## src/rtl/alu_seq.sv

```systemverilog
// Registered ALU with a B-operand from the mux; single-cycle ops plus a
// shift-add multiply sequenced by a two-state FSM with start/busy/done handshake.
module alu_seq #(
  parameter int WIDTH   = 11,
  parameter int SHAMT_W = 4
) (
  input  logic             clock_in,
  input  logic             reset_in,
  input  logic [WIDTH-1:0] A_in,
  input  logic [WIDTH-1:0] MB_in,
  input  logic [3:0]       op_in,
  input  logic             start_in,
  output logic [WIDTH-1:0] result_out,
  output logic             Z_out,
  output logic             N_out,
  output logic             C_out,
  output logic             V_out,
  output logic             busy_out,
  output logic             done_out,
  output logic             state_dbg
);

  // Handshake: a request is start_in=1 sampled at a rising edge while
  // busy_out=0; done_out pulses for exactly one cycle after the edge that
  // updates result_out and the flags. Requests while busy_out=1 are dropped.

  localparam int CNT_W = $clog2(WIDTH);
  localparam int PW    = 2 * WIDTH;

  localparam logic [3:0] OP_ADD   = 4'd0;
  localparam logic [3:0] OP_SUB   = 4'd1;
  localparam logic [3:0] OP_AND   = 4'd2;
  localparam logic [3:0] OP_OR    = 4'd3;
  localparam logic [3:0] OP_XOR   = 4'd4;
  localparam logic [3:0] OP_NOT   = 4'd5;
  localparam logic [3:0] OP_SHL   = 4'd6;
  localparam logic [3:0] OP_SHR   = 4'd7;
  localparam logic [3:0] OP_SRA   = 4'd8;
  localparam logic [3:0] OP_MUL   = 4'd9;
  localparam logic [3:0] OP_PASSB = 4'd10;

  typedef enum logic {S_IDLE = 1'b0, S_MUL = 1'b1} state_t;

  state_t           state, state_nxt;
  logic [CNT_W-1:0] cnt, cnt_nxt;
  logic [PW-1:0]    mcand, mcand_nxt, prod, prod_nxt, prod_step;
  logic [WIDTH-1:0] mplier, mplier_nxt;
  logic [WIDTH-1:0] res_nxt;
  logic             z_nxt, n_nxt, c_nxt, v_nxt, done_nxt;

  logic [SHAMT_W-1:0] shamt;
  logic [WIDTH:0]     add_w, sub_w, shl_w, shr_w;
  logic [WIDTH-1:0]   sra_res;
  logic [WIDTH-1:0]   alu_res;
  logic               alu_c, alu_v, alu_legal;

  assign shamt = MB_in[SHAMT_W-1:0];
  assign add_w = {1'b0, A_in} + {1'b0, MB_in};
  assign sub_w = {1'b0, A_in} - {1'b0, MB_in};
  // One extra bit on each shift catches the last bit shifted out, which is
  // exactly the carry; amounts past WIDTH shift it out too, giving C=0.
  assign shl_w   = {1'b0, A_in} << shamt;
  assign shr_w   = {A_in, 1'b0} >> shamt;
  assign sra_res = $signed(A_in) >>> shamt;

  always_comb begin
    alu_res   = '0;
    alu_c     = 1'b0;
    alu_v     = 1'b0;
    alu_legal = 1'b1;
    case (op_in)
      OP_ADD: begin
        alu_res = add_w[WIDTH-1:0];
        alu_c   = add_w[WIDTH];
        alu_v   = (A_in[WIDTH-1] == MB_in[WIDTH-1]) && (add_w[WIDTH-1] != A_in[WIDTH-1]);
      end
      OP_SUB: begin
        alu_res = sub_w[WIDTH-1:0];
        alu_c   = ~sub_w[WIDTH];
        alu_v   = (A_in[WIDTH-1] != MB_in[WIDTH-1]) && (sub_w[WIDTH-1] != A_in[WIDTH-1]);
      end
      OP_AND:   alu_res = A_in & MB_in;
      OP_OR:    alu_res = A_in | MB_in;
      OP_XOR:   alu_res = A_in ^ MB_in;
      OP_NOT:   alu_res = ~A_in;
      OP_SHL: begin
        alu_res = shl_w[WIDTH-1:0];
        alu_c   = shl_w[WIDTH];
      end
      OP_SHR: begin
        alu_res = shr_w[WIDTH:1];
        alu_c   = shr_w[0];
      end
      OP_SRA: begin
        alu_res = sra_res;
        alu_c   = shr_w[0];
      end
      OP_PASSB: alu_res = MB_in;
      default:  alu_legal = 1'b0;
    endcase
  end

  // Multiplicand is pre-shifted each iteration, so bit 0 of the shifting
  // multiplier selects multiplicand<<counter.
  assign prod_step = prod + (mplier[0] ? mcand : '0);

  always_comb begin
    state_nxt  = state;
    cnt_nxt    = cnt;
    mcand_nxt  = mcand;
    mplier_nxt = mplier;
    prod_nxt   = prod;
    res_nxt    = result_out;
    z_nxt      = Z_out;
    n_nxt      = N_out;
    c_nxt      = C_out;
    v_nxt      = V_out;
    done_nxt   = 1'b0;
    case (state)
      S_IDLE: begin
        if (start_in) begin
          if (op_in == OP_MUL) begin
            mcand_nxt  = {{WIDTH{1'b0}}, A_in};
            mplier_nxt = MB_in;
            prod_nxt   = '0;
            cnt_nxt    = '0;
            state_nxt  = S_MUL;
          end else begin
            done_nxt = 1'b1;
            if (alu_legal) begin
              res_nxt = alu_res;
              z_nxt   = (alu_res == '0);
              n_nxt   = alu_res[WIDTH-1];
              c_nxt   = alu_c;
              v_nxt   = alu_v;
            end
          end
        end
      end
      S_MUL: begin
        prod_nxt   = prod_step;
        mcand_nxt  = mcand << 1;
        mplier_nxt = mplier >> 1;
        cnt_nxt    = cnt + 1'b1;
        if (cnt == CNT_W'(WIDTH - 1)) begin
          cnt_nxt   = '0;
          state_nxt = S_IDLE;
          done_nxt  = 1'b1;
          res_nxt   = prod_step[WIDTH-1:0];
          z_nxt     = (prod_step[WIDTH-1:0] == '0);
          n_nxt     = prod_step[WIDTH-1];
          c_nxt     = |prod_step[PW-1:WIDTH];
          v_nxt     = 1'b0;
        end
      end
    endcase
  end

  always_ff @(posedge clock_in) begin
    if (reset_in) begin
      state      <= S_IDLE;
      cnt        <= '0;
      mcand      <= '0;
      mplier     <= '0;
      prod       <= '0;
      result_out <= '0;
      Z_out      <= 1'b0;
      N_out      <= 1'b0;
      C_out      <= 1'b0;
      V_out      <= 1'b0;
      done_out   <= 1'b0;
    end else begin
      state      <= state_nxt;
      cnt        <= cnt_nxt;
      mcand      <= mcand_nxt;
      mplier     <= mplier_nxt;
      prod       <= prod_nxt;
      result_out <= res_nxt;
      Z_out      <= z_nxt;
      N_out      <= n_nxt;
      C_out      <= c_nxt;
      V_out      <= v_nxt;
      done_out   <= done_nxt;
    end
  end

  assign busy_out  = (state == S_MUL);
  assign state_dbg = state;

endmodule

```

## config.mk

```make
export PLATFORM = sky130hd
export DESIGN_NAME = alu_seq
export DESIGN_NICKNAME = d
export VERILOG_FILES = /design/src/rtl/alu_seq.sv
export SDC_FILE = /design/constraint.sdc
export NUM_CORES = 1
export LEC_CHECK = 0
export BUFFER_PORTS_ARGS = -buffer_cell sky130_fd_sc_hd__buf_2
export CORE_MARGIN = 3
export CORE_UTILIZATION = 60
export CTS_CLUSTER_DIAMETER = 60
export DETAILED_ROUTE_END_ITERATION = 10
export PLACE_DENSITY = 0.79
export SLEW_MARGIN = 20
export SYNTH_ARGS = -nofsm -noshare
export SYNTH_HDL_FRONTEND = slang
export SYNTH_SLANG_ARGS = --single-unit
```

## constraint.sdc

```tcl
create_clock -name clock_in -period 11.7 [get_ports clock_in]
set_input_delay 2.34 -clock clock_in [delete_from_list [all_inputs] [get_ports clock_in]]
set_output_delay 2.34 -clock clock_in [all_outputs]
set_load 0.01 [all_outputs]
```

==> flow_metrics.py <==
metrics = {
    "finish": {
        "fillCellCount": 1031,
        "drive_gt1_share_pct": 10.9,
        "syn_to_final_growth_pct": 5.93,
        "n_antenna_cell": 0,
        "instances_no_fill": 1089,
        "finalCoreUtilization_pct": 66.3,
        "final_net_count": 1034,
    },
    "cts": {
        "cts_resized": 0,
        "cts-root-buf": "clkbuf_16",
        "cts_hold_buf": 0,
        "cts_tree": "done",
        "postCtsSetupBuffers": 0,
        "clk_pin_slew_ps": 60,
        "cts_buffers": 9,
        "clk_path_buf_depth": 2,
        "htreeDepth": 3,
        "clk_latency_ps": 330,
        "cts_sinks": 75,
    },
    "sta": {
        "period_needed_ps": 5640,
        "setup_viol": 0,
        "rsz0062_at_grt": "no",
        "maxSlewHeadroom_pct": 39.6,
        "fin_setup_tns_ps": 0,
        "fin_worst_hold_slack_ps": 448,
        "period_share_pct": 48.2,
        "worst_pin_slew_ps": 903,
        "slew_viol_final": 0,
        "max_freq_ghz": 0.177,
        "clock_skew_ps": 6.95,
        "hold_violations": 0,
    },
    "synth": {
        "syn_inst": 956,
        "ys_top_cells_by_count": "nor2_1, dfxtp_1, nand2_1",
        "syn_avg_cell_area_um2": 7.64,
        "synth_nets": 1049,
        "synthTopCellsByArea": "dfxtp_1, ha_1, nor2_1",
        "async_reset_ff_share_pct": 0,
        "synth_seq_cells": 75,
        "yosysTopAreaCell": "dfxtp_1",
        "synthFlopType": "dfxtp_1",
        "synth_edf_count": 0,
        "synth_most_common_cell": "nor2_1",
        "yosysSeqAreaShare_pct": 20.6,
        "syn_area_mm2": 0.00730,
        "synth.distinct_cells": 89,
        "synth-warning-count": 0,
        "yosysTopAreaCellShare_pct": 20.6,
    },
    "detailed_routing": {
        "routed_wl_mm": 23.2,
        "vias": 7584,
        "antenna_left": 0,
        "wl_per_cell_um": 21.3,
        "drtIter0Drc": 1286,
        "avgViaCountPerCell": 6.96,
        "drc": 0,
        "drt_pass1_iterations": 6,
    },
    "critical_path": {
        "crit_required_ps": 11980,
        "crit_fanout": 28,
        "startpoint": "MB_in[0]",
        "r2r_start": "mplier[0]",
        "cp-start-kind": "input port",
        "cp-endpoint": "Z_out",
        "cp-end-kind": "flip-flop",
        "worstPathArrival_ps": 5920,
        "rrSetupSlack_ps": 7670,
        "rr_worst_depth": 13,
        "r2r-end": "C_out",
        "critPathKind": "input port to flip-flop",
    },
    "die": {
        "die_h_um": 116,
        "pin_count": 47,
        "core_mm2": 0.0117,
        "rows": 39,
        "die_area_mm2": 0.0135,
        "start_util_pct": 62.6,
        "die_x_um": 116,
    },
    "global_routing": {
        "first_global_vias": 6934,
        "grt_antenna_before_repair": 0,
        "track_usage_pct": 34.6,
        "grt_pass1_wl_mm": 37.0,
        "grt_overflow_total": 0,
        "grt_start_max_net_pins": 75,
    },
    "worst_hold_path": {
        "hp-start": "result_out[2]",
        "hp-class": "flip-flop to flip-flop",
        "min_path_cells": 2,
    },
    "pwr": {
        "p_per_area_mw_per_mm2": 92.2,
        "vdd_drop_max_uv": 107,
        "total_power_w": 0.000713,
        "leakage_nw": 3.18,
    },
    "placed_design": {
        "detailed_place_hpwl_mm": 16.7,
        "placed_cells": 1073,
        "portBuffers": 46,
        "gp_congestion": 1.01,
    },
    "status": {
        "status": "finished, final reports clean",
    },
    "flow_run": {
        "drv_cap": 0,
    },
}
==> layout by cell type, fill, tap and decap left out, drive strengths merged, types with 9 or more instances in the layout <==
cell       n
nor2b     12
a211oi    14
nand2b     9
a2111oi    9
a21o      10
o21a      10
a22oi     30
o221ai    10
inv       45
a31oi     17
a21oi     68
nor3      24
mux4      11
nor2     123
o21ai     41
clkbuf    12
mux2i     13
a222oi    20
nand2     72
buf       51
o211ai    13
dfxtp     75
xnor2     18
ha        61
nand3     15
and2      24
==> layer usage <==
metal	routed length (um)	global-route usage [%]	vias to the layer above
li1	-	-	3539
met1	9900	49.9	3521
met2	9660	50.6	458
met3	2840	9.12	66
met4	753	10.2	0
met5	0	0	-
==> layout make-up <==
class / instances / area (um2) / share of cell area (%)
multi-input cells: 759 / 5310 / 68.7
clock inverters: 4 / 48.8 / 0.631
well taps: 143 / 179 / 2.31
inverters: 45 / 169 / 2.18
flip-flops and latches: 75 / 1500 / 19.4
repair buffers: 51 / 268 / 3.46
clock buffers: 12 / 256 / 3.32
==> kinds of logic (layout without fill, tap and decap cells) <==
kind of cell    after synthesis  after routing  share of synthesized area, %
fa+ha+maj                    64             64                          11.3
buf+inv                     122            112                          6.91
flops                        75             75                          20.6
xor+xnor                     24             24                          2.88
compound gates              308            308                          30.0
simple gates                331            331                          22.0
mux                          32             32                          6.41
==> through the flow <==
stage | setup WS, ps | instance area (um2)
global placement | 5940 | 7430
floorplan | 6420 | 7300
finish | 6060 | 7730
detailed placement | 5820 | 7430
CTS | 6150 | 7730
global route | 5720 | 7730
==> state kept, by name (all words and copies together) (netlist names) <==
name        flops
Z_out           1
busy_out        1
mcand          22
mplier         11
result_out     11
cnt             4
done_out        1
C_out           1
prod           22
V_out           1
==> worst min-delay path by stage <==
stage | slack [ps] | to
after floorplan | 440 | prod[19]
after global placement | 440 | result_out[8]
after detailed placement | 450 | result_out[9]
after CTS | 450 | result_out[9]
after global routing | 470 | result_out[5]
final | 450 | result_out[2]
==> where the power goes <==
group          switching (W)  internal [W]  total (W)
Sequential        0.00000285      0.000260   0.000263
Combinational       0.000112     0.0000581   0.000170
Clock               0.000104      0.000176   0.000280
==> critical path, stage by stage <==
cell and delay [ps]:
buf_2 550, ha_1 390, inv_1 80, fa_1 420, nor2b_1 180, o2111ai_1 120
nand3_1 170, nor3_1 70, a211o_1 270, a2111oi_0 650, nand4_1 180, nor4b_1 330
a21bo_1 150
Power figures use the tool's default switching activity.
